[config.mk]
export PLATFORM = sky130hd
export DESIGN_NAME = glitch_sequencer
export DESIGN_NICKNAME = d
export VERILOG_FILES = /design/src/rtl/glitch_sequencer.sv
export SDC_FILE = /design/constraint.sdc
export NUM_CORES = 1
export LEC_CHECK = 0
export ABC_AREA = 0
export BUFFER_PORTS_ARGS = -buffer_cell sky130_fd_sc_hd__buf_2
export CAP_MARGIN = 20
export CORE_UTILIZATION = 32
export DETAILED_ROUTE_END_ITERATION = 6
export PLACE_DENSITY = 0.49
export SYNTH_ARGS = -nofsm -noshare
export SYNTH_HDL_FRONTEND = slang
export SYNTH_SLANG_ARGS = --single-unit
[constraint.sdc]
create_clock -name clk -period 2.42 [get_ports clk]
set_clock_uncertainty 0.1 [all_clocks]
set_input_delay 0.242 -clock clk [delete_from_list [all_inputs] [get_ports clk]]
set_output_delay 0.242 -clock clk [all_outputs]
set_load 0.03 [all_outputs]
[src/rtl/glitch_sequencer.sv]
// Glitch timing core: latches the pulse configuration on arm, waits for a
// synchronized trigger edge, then emits a cycle-exact glitch pulse train.
module glitch_sequencer #(
  parameter int SYNC_STAGES      = 2,
  parameter bit TRIG_ACTIVE_HIGH = 1'b1
) (
  input  logic        clk,
  input  logic        rst_n,
  input  logic        trigger_i,
  input  logic        arm_i,
  input  logic        abort_i,
  input  logic        pulse_en,
  input  logic [15:0] delay_i,
  input  logic [7:0]  width_i,
  input  logic [7:0]  num_pulses_i,
  input  logic [15:0] pulse_spacing_i,
  output logic        glitch_o,
  output logic        armed_o,
  output logic        busy_o,
  output logic        done_o,
  output logic [7:0]  pulse_count_o
);

  localparam logic [2:0] IDLE  = 3'd0;
  localparam logic [2:0] ARMED = 3'd1;
  localparam logic [2:0] DELAY = 3'd2;
  localparam logic [2:0] PULSE = 3'd3;
  localparam logic [2:0] GAP   = 3'd4;

  logic [2:0]             state;
  logic [SYNC_STAGES-1:0] sync_q;
  logic                   trig_prev;
  logic                   trig_sync;
  logic                   trig_edge;
  logic [15:0]            d_sh;
  logic [7:0]             w_sh;
  logic [7:0]             n_sh;
  logic [15:0]            s_sh;
  logic [15:0]            cnt;
  logic [7:0]             width_cnt;

  assign trig_sync = sync_q[SYNC_STAGES-1];
  assign trig_edge = TRIG_ACTIVE_HIGH ? (trig_sync & ~trig_prev) : (~trig_sync & trig_prev);
  assign armed_o   = (state == ARMED);
  assign busy_o    = (state == DELAY) || (state == PULSE) || (state == GAP);

  always_ff @(posedge clk or negedge rst_n) begin
    if (!rst_n) begin
      sync_q    <= '0;
      trig_prev <= 1'b0;
    end else begin
      sync_q    <= {sync_q[SYNC_STAGES-2:0], trigger_i};
      trig_prev <= trig_sync;
    end
  end

  // Zero width and zero spacing are promoted to one cycle when latched so
  // the down-counters never start at zero.
  always_ff @(posedge clk or negedge rst_n) begin
    if (!rst_n) begin
      state         <= IDLE;
      glitch_o      <= 1'b0;
      done_o        <= 1'b0;
      pulse_count_o <= 8'd0;
      d_sh          <= 16'd0;
      w_sh          <= 8'd0;
      n_sh          <= 8'd0;
      s_sh          <= 16'd0;
      cnt           <= 16'd0;
      width_cnt     <= 8'd0;
    end else begin
      done_o <= 1'b0;
      if ((state != IDLE) && (abort_i || !pulse_en)) begin
        state    <= IDLE;
        glitch_o <= 1'b0;
      end else begin
        case (state)
          IDLE: begin
            if (arm_i && pulse_en) begin
              d_sh          <= delay_i;
              w_sh          <= (width_i == 8'd0) ? 8'd1 : width_i;
              n_sh          <= num_pulses_i;
              s_sh          <= (pulse_spacing_i == 16'd0) ? 16'd1 : pulse_spacing_i;
              pulse_count_o <= 8'd0;
              state         <= ARMED;
            end
          end
          ARMED: begin
            if (trig_edge) begin
              if (n_sh == 8'd0) begin
                done_o <= 1'b1;
                state  <= IDLE;
              end else if (d_sh == 16'd0) begin
                glitch_o      <= 1'b1;
                width_cnt     <= w_sh;
                pulse_count_o <= pulse_count_o + 8'd1;
                state         <= PULSE;
              end else begin
                cnt   <= d_sh;
                state <= DELAY;
              end
            end else if (arm_i) begin
              d_sh          <= delay_i;
              w_sh          <= (width_i == 8'd0) ? 8'd1 : width_i;
              n_sh          <= num_pulses_i;
              s_sh          <= (pulse_spacing_i == 16'd0) ? 16'd1 : pulse_spacing_i;
              pulse_count_o <= 8'd0;
            end
          end
          DELAY: begin
            if (cnt == 16'd1) begin
              glitch_o      <= 1'b1;
              width_cnt     <= w_sh;
              pulse_count_o <= pulse_count_o + 8'd1;
              state         <= PULSE;
            end else begin
              cnt <= cnt - 16'd1;
            end
          end
          PULSE: begin
            // pulse_count_o already includes the current pulse, so equality
            // with N marks the final pulse of the train.
            if (width_cnt == 8'd1) begin
              glitch_o <= 1'b0;
              if (pulse_count_o == n_sh) begin
                done_o <= 1'b1;
                state  <= IDLE;
              end else begin
                cnt   <= s_sh;
                state <= GAP;
              end
            end else begin
              width_cnt <= width_cnt - 8'd1;
            end
          end
          GAP: begin
            if (cnt == 16'd1) begin
              glitch_o      <= 1'b1;
              width_cnt     <= w_sh;
              pulse_count_o <= pulse_count_o + 8'd1;
              state         <= PULSE;
            end else begin
              cnt <= cnt - 16'd1;
            end
          end
          default: begin
            state    <= IDLE;
            glitch_o <= 1'b0;
          end
        endcase
      end
    end
  end

endmodule

==> summary.txt <==
Status
  – Status: finished, final reports clean

Cells and area
  – Core Util, Final: 41.7%
  – Fin area: between 0.006 and 0.007 sq mm
  – N_diodes: 0
  – Nets@finish: around 640
  – Layout cells sized above 1: 36.0%
  – Area growth syn-to-layout: 26.8%

Global routing
  – Grt ovf: 0
  – GRT Util Overall: a little under a fifth
  – Initial antenna violation count: 0
  – First-pass GRT wire length: between 20000 and 25000 um
  – Largest net degree at the start of global routing: 44
  – Vias in the first global route: between 4000 and 5000

Setup path
  – WP buf/inv: 1
  – CP cell instances: nor4_2 -> buf_4 -> nand4_1 -> or2_1 -> a21o_4 -> or4_1 -> a21oi_1
  – CP top delay family: simple AND/OR/NAND/NOR gates
  – RR Endpoint: pulse_count_o[4]
  – Critical path's slowest cell: or4_1
  – Worst reg-to-reg path cell count: 7
  – Crit-path max FO: 10
  – Worst Setup End Kind: register
  – Reg-to-reg critical path startpoint: d_sh[11]
  – Crit path from: d_sh[11]
  – Req. time, crit path: roughly 2.6 ns
  – Crit path DAT: approximately 2.5 ns
  – Crit path capture: pulse_count_o[4]
  – CP startpoint kind: register
  – Worst path max stage delay: ~0.48 ns
  – R2R Setup Slk: 0.06 ns
  – Critical path class: reg -> reg
  – WP depth: 7

Placement
  – Post-Place Cell Area: roughly 0.0057 sq mm
  – Routability cong.: 0.864
  – Dpl ws: -0.105 ns
  – Hpwl dp: around 10000 um
  – IO Port Bufs: 65

Die
  – # IOs: between 60 and 70
  – Num rows: 44
  – Core ar.: between 0.01 and 0.015 sq mm
  – Die X-Extent: between 100 and 150 um
  – Total die area: 0.0154 sq mm
  – Initial Util: around a third
  – Die Y: roughly 120 um

Logic synthesis
  – Mux share of post-synthesis cell area: between 10% and 20%
  – Syn_area_per_cell: roughly 10 sq um
  – Synth area leader: dfrtp_1
  – Post-Syn Instances: around 480
  – Post-synth EDFFs: 0
  – Synth top area share: 46.1%
  – Syn Nets: approximately 540
  – Synth Warn #: 0
  – Post-Synth Simple-Gate Area: between 10% and 20%
  – Post-synth ARST share: 100%
  – Synth Area in Compound Gates: a little under a fifth
  – Post-synthesis xor/xnor area fraction: 1.47%
  – Synth Area in Adders: under 10%
  – Ys flop type: dfrtp_1
  – Flops & latches, synth: slightly below 90
  – Synth top area cells: dfrtp_1 46%, mux2_2 11%, a21oi_1 4.1%, nor2_1 3.3%, o21ai_0 2.5%
  – Seq/Total Area, Yosys: between 40% and 50%
  – Number of library cell types mapped by synthesis: between 50 and 60
  – Synthesized area: between 0.004 and 0.005 sq mm
  – Main combinational cell family by area after synthesis: compound AO/OA/AOI/OAI gates

STA
  – Worst Tran Pin Value: around 0.51 ns
  – Max Slew Vio Count: 0
  – Fmax: between 0.4 and 0.5 GHz
  – WHS: about 0.026 ns
  – Worst slew margin: between 60% and 70%
  – Final worst path period need: around 2.4 ns
  – RSZ-0062 raised after global routing: yes
  – Setup Total Neg Slack: 0 ns
  – Period utilisation layout: a little over nine tenths
  – Fin. Hold Viols: 0
  – Final setup violation count: 0
  – Final WS setup: about 0.065 ns

Run
  – Maxcap violations: 0

Drt
  – Total routed wirelength: about 14000 um
  – Metal3 WL: between 500 and 600 um
  – Antenna Nets Post-Route: 0
  – Routed WL per cell: roughly 17 um
  – Avg Vias per Cell: between 5 and 6
  – Number of DRC markers after the initial detailed-route iteration: roughly 270
  – First-pass detailed-route iteration total: 4
  – Top sig layer: met4
  – Metal1 wirelength: roughly 6600 um
  – Total number of vias: 4175
  – DRC: 0
  – Routed met2 length: 6070 um

CTS
  – CTS root buf: clkbuf_16
  – Clk sinks: roughly 90
  – H-Tree Depth: 3
  – Clock Latency Late Sink: between 0.3 and 0.4 ns
  – TritonCTS clock tree: done
  – Total CTS buffers: 9
  – Clock Tree Buf Depth: 2
  – Worst-path clk slew: around 0.06 ns

Power
  – Max IR drop VDD: 0.492 mV
  – Leakage power: 2.56 nW
  – Power density over cell area: 1140 mW/mm^2

Hold path
  – Hold Crit Class: in -> reg
## worst reg2reg max path, stage by stage, from the launching register on
cell     delay (ns)
dfrtp_1        0.40
nor4_2         0.33
buf_4          0.16
nand4_1        0.13
or2_1          0.29
a21o_4         0.25
or4_1          0.48
a21oi_1        0.15
## cell usage in the layout, fill, tap and decap left out, types with 9 or more instances in the layout
master / synthesis / routed
nand2_1: 16 / 16
o21ai_0: 24 / 22
dfrtp_1: 88 / 85
nor2_1: 42 / 39
mux2_2: 47 / 47
a21oi_1: 39 / 36
buf_4: 0 / 54
clkbuf_16: 0 / 9
o21ai_1: 20 / 21
nor4_1: 13 / 10
buf_2: 7 / 64
nor3_1: 16 / 16
a31oi_1: 9 / 9
## cells in the mapped netlist, drive strengths merged, types with 3 or more instances
cell and n:
and3 4, a32oi 3, nand4 7, inv 9, o31ai 6, a211oi 3, dfrtp 88, nand2 16
a22oi 5, a21o 5, mux2 47, a221oi 4, nand2b 8, clkbuf 19, o21a 4, ha 5
o32a 3, nor2 42, xnor2 8, or3 3, a21oi 39, nor3b 5, or4 9, buf 9
nand3 4, or2 4, nor3 16, a31oi 9, nor4 15, o22ai 3, and2 4, o21ai 44
## kinds of logic after synthesis
kind of cell,count (synthesis)
compound gates,146
xor+xnor,8
fa+ha+maj,5
buf+inv,37
flops,88
mux,48
simple gates,145
## state kept, by name, indices dropped and copies added (netlist names), 2 cells and up
| register | count |
|---|---|
| width_cnt | 8 |
| w_sh | 8 |
| state | 3 |
| d_sh | 16 |
| sync_q | 2 |
| cnt | 16 |
| pulse_count_o | 8 |
| s_sh | 16 |
| n_sh | 8 |
## area by class of cell
class                      count  area (sq um)
fill                        1447          8480
timing repair buffer         124           826
multi-input combinational    352          2490
tap                          184           230
clock buffer                  10           229
sequential                    88          2210
inverter                       9          33.8
clock inverter                 6          43.8
## metal layers
metal,vias to the layer above,track usage [%]
met3,22,4.40
li1,2006,-
met1,2043,26.2
met5,-,0
met2,104,27.4
met4,0,7.96
## repair_timing
item / 4_1_cts / 5_1_grt
resized for setup: 5 / 19
setup buffers: 0 / 2
setup endpoints to repair: 11 / 60
hold endpoints to repair: 25 / 0
pin swaps: 1 / 10
hold buffers: 2 / 0
## report_power, final
| group | switching, mW | internal [mW] | total [mW] | leakage [nW] |
|---|---|---|---|---|
| registers | 0.625 | 2.09 | 2.72 | 1.08 |
| logic | 1.40 | 1.45 | 2.86 | 1.35 |
| clock network | 0.600 | 0.701 | 1.30 | 0.133 |
## worst min path at each step
stage,from,to,slack [ns],depth (start not counted)
3_5_place_dp,rst_n,cnt[7],0.1,1
4_1_cts,delay_i[9],d_sh[9],0.01,2
6_report,delay_i[9],d_sh[9],0.03,2
5_1_grt,delay_i[9],d_sh[9],0.01,2
3_3_place_gp,rst_n,cnt[7],0.09,1
2_1_floorplan,rst_n,cnt[0],-0.15,0
## per-stage QoR
stage	power (mW)	instances
6_report	6.88	773
5_1_grt	7.38	773
4_1_cts	6.87	771
3_5_place_dp	5.52	753
3_3_place_gp	5.48	753
2_1_floorplan	4.45	477
Note: power is estimated with default switching activity, not from simulation.
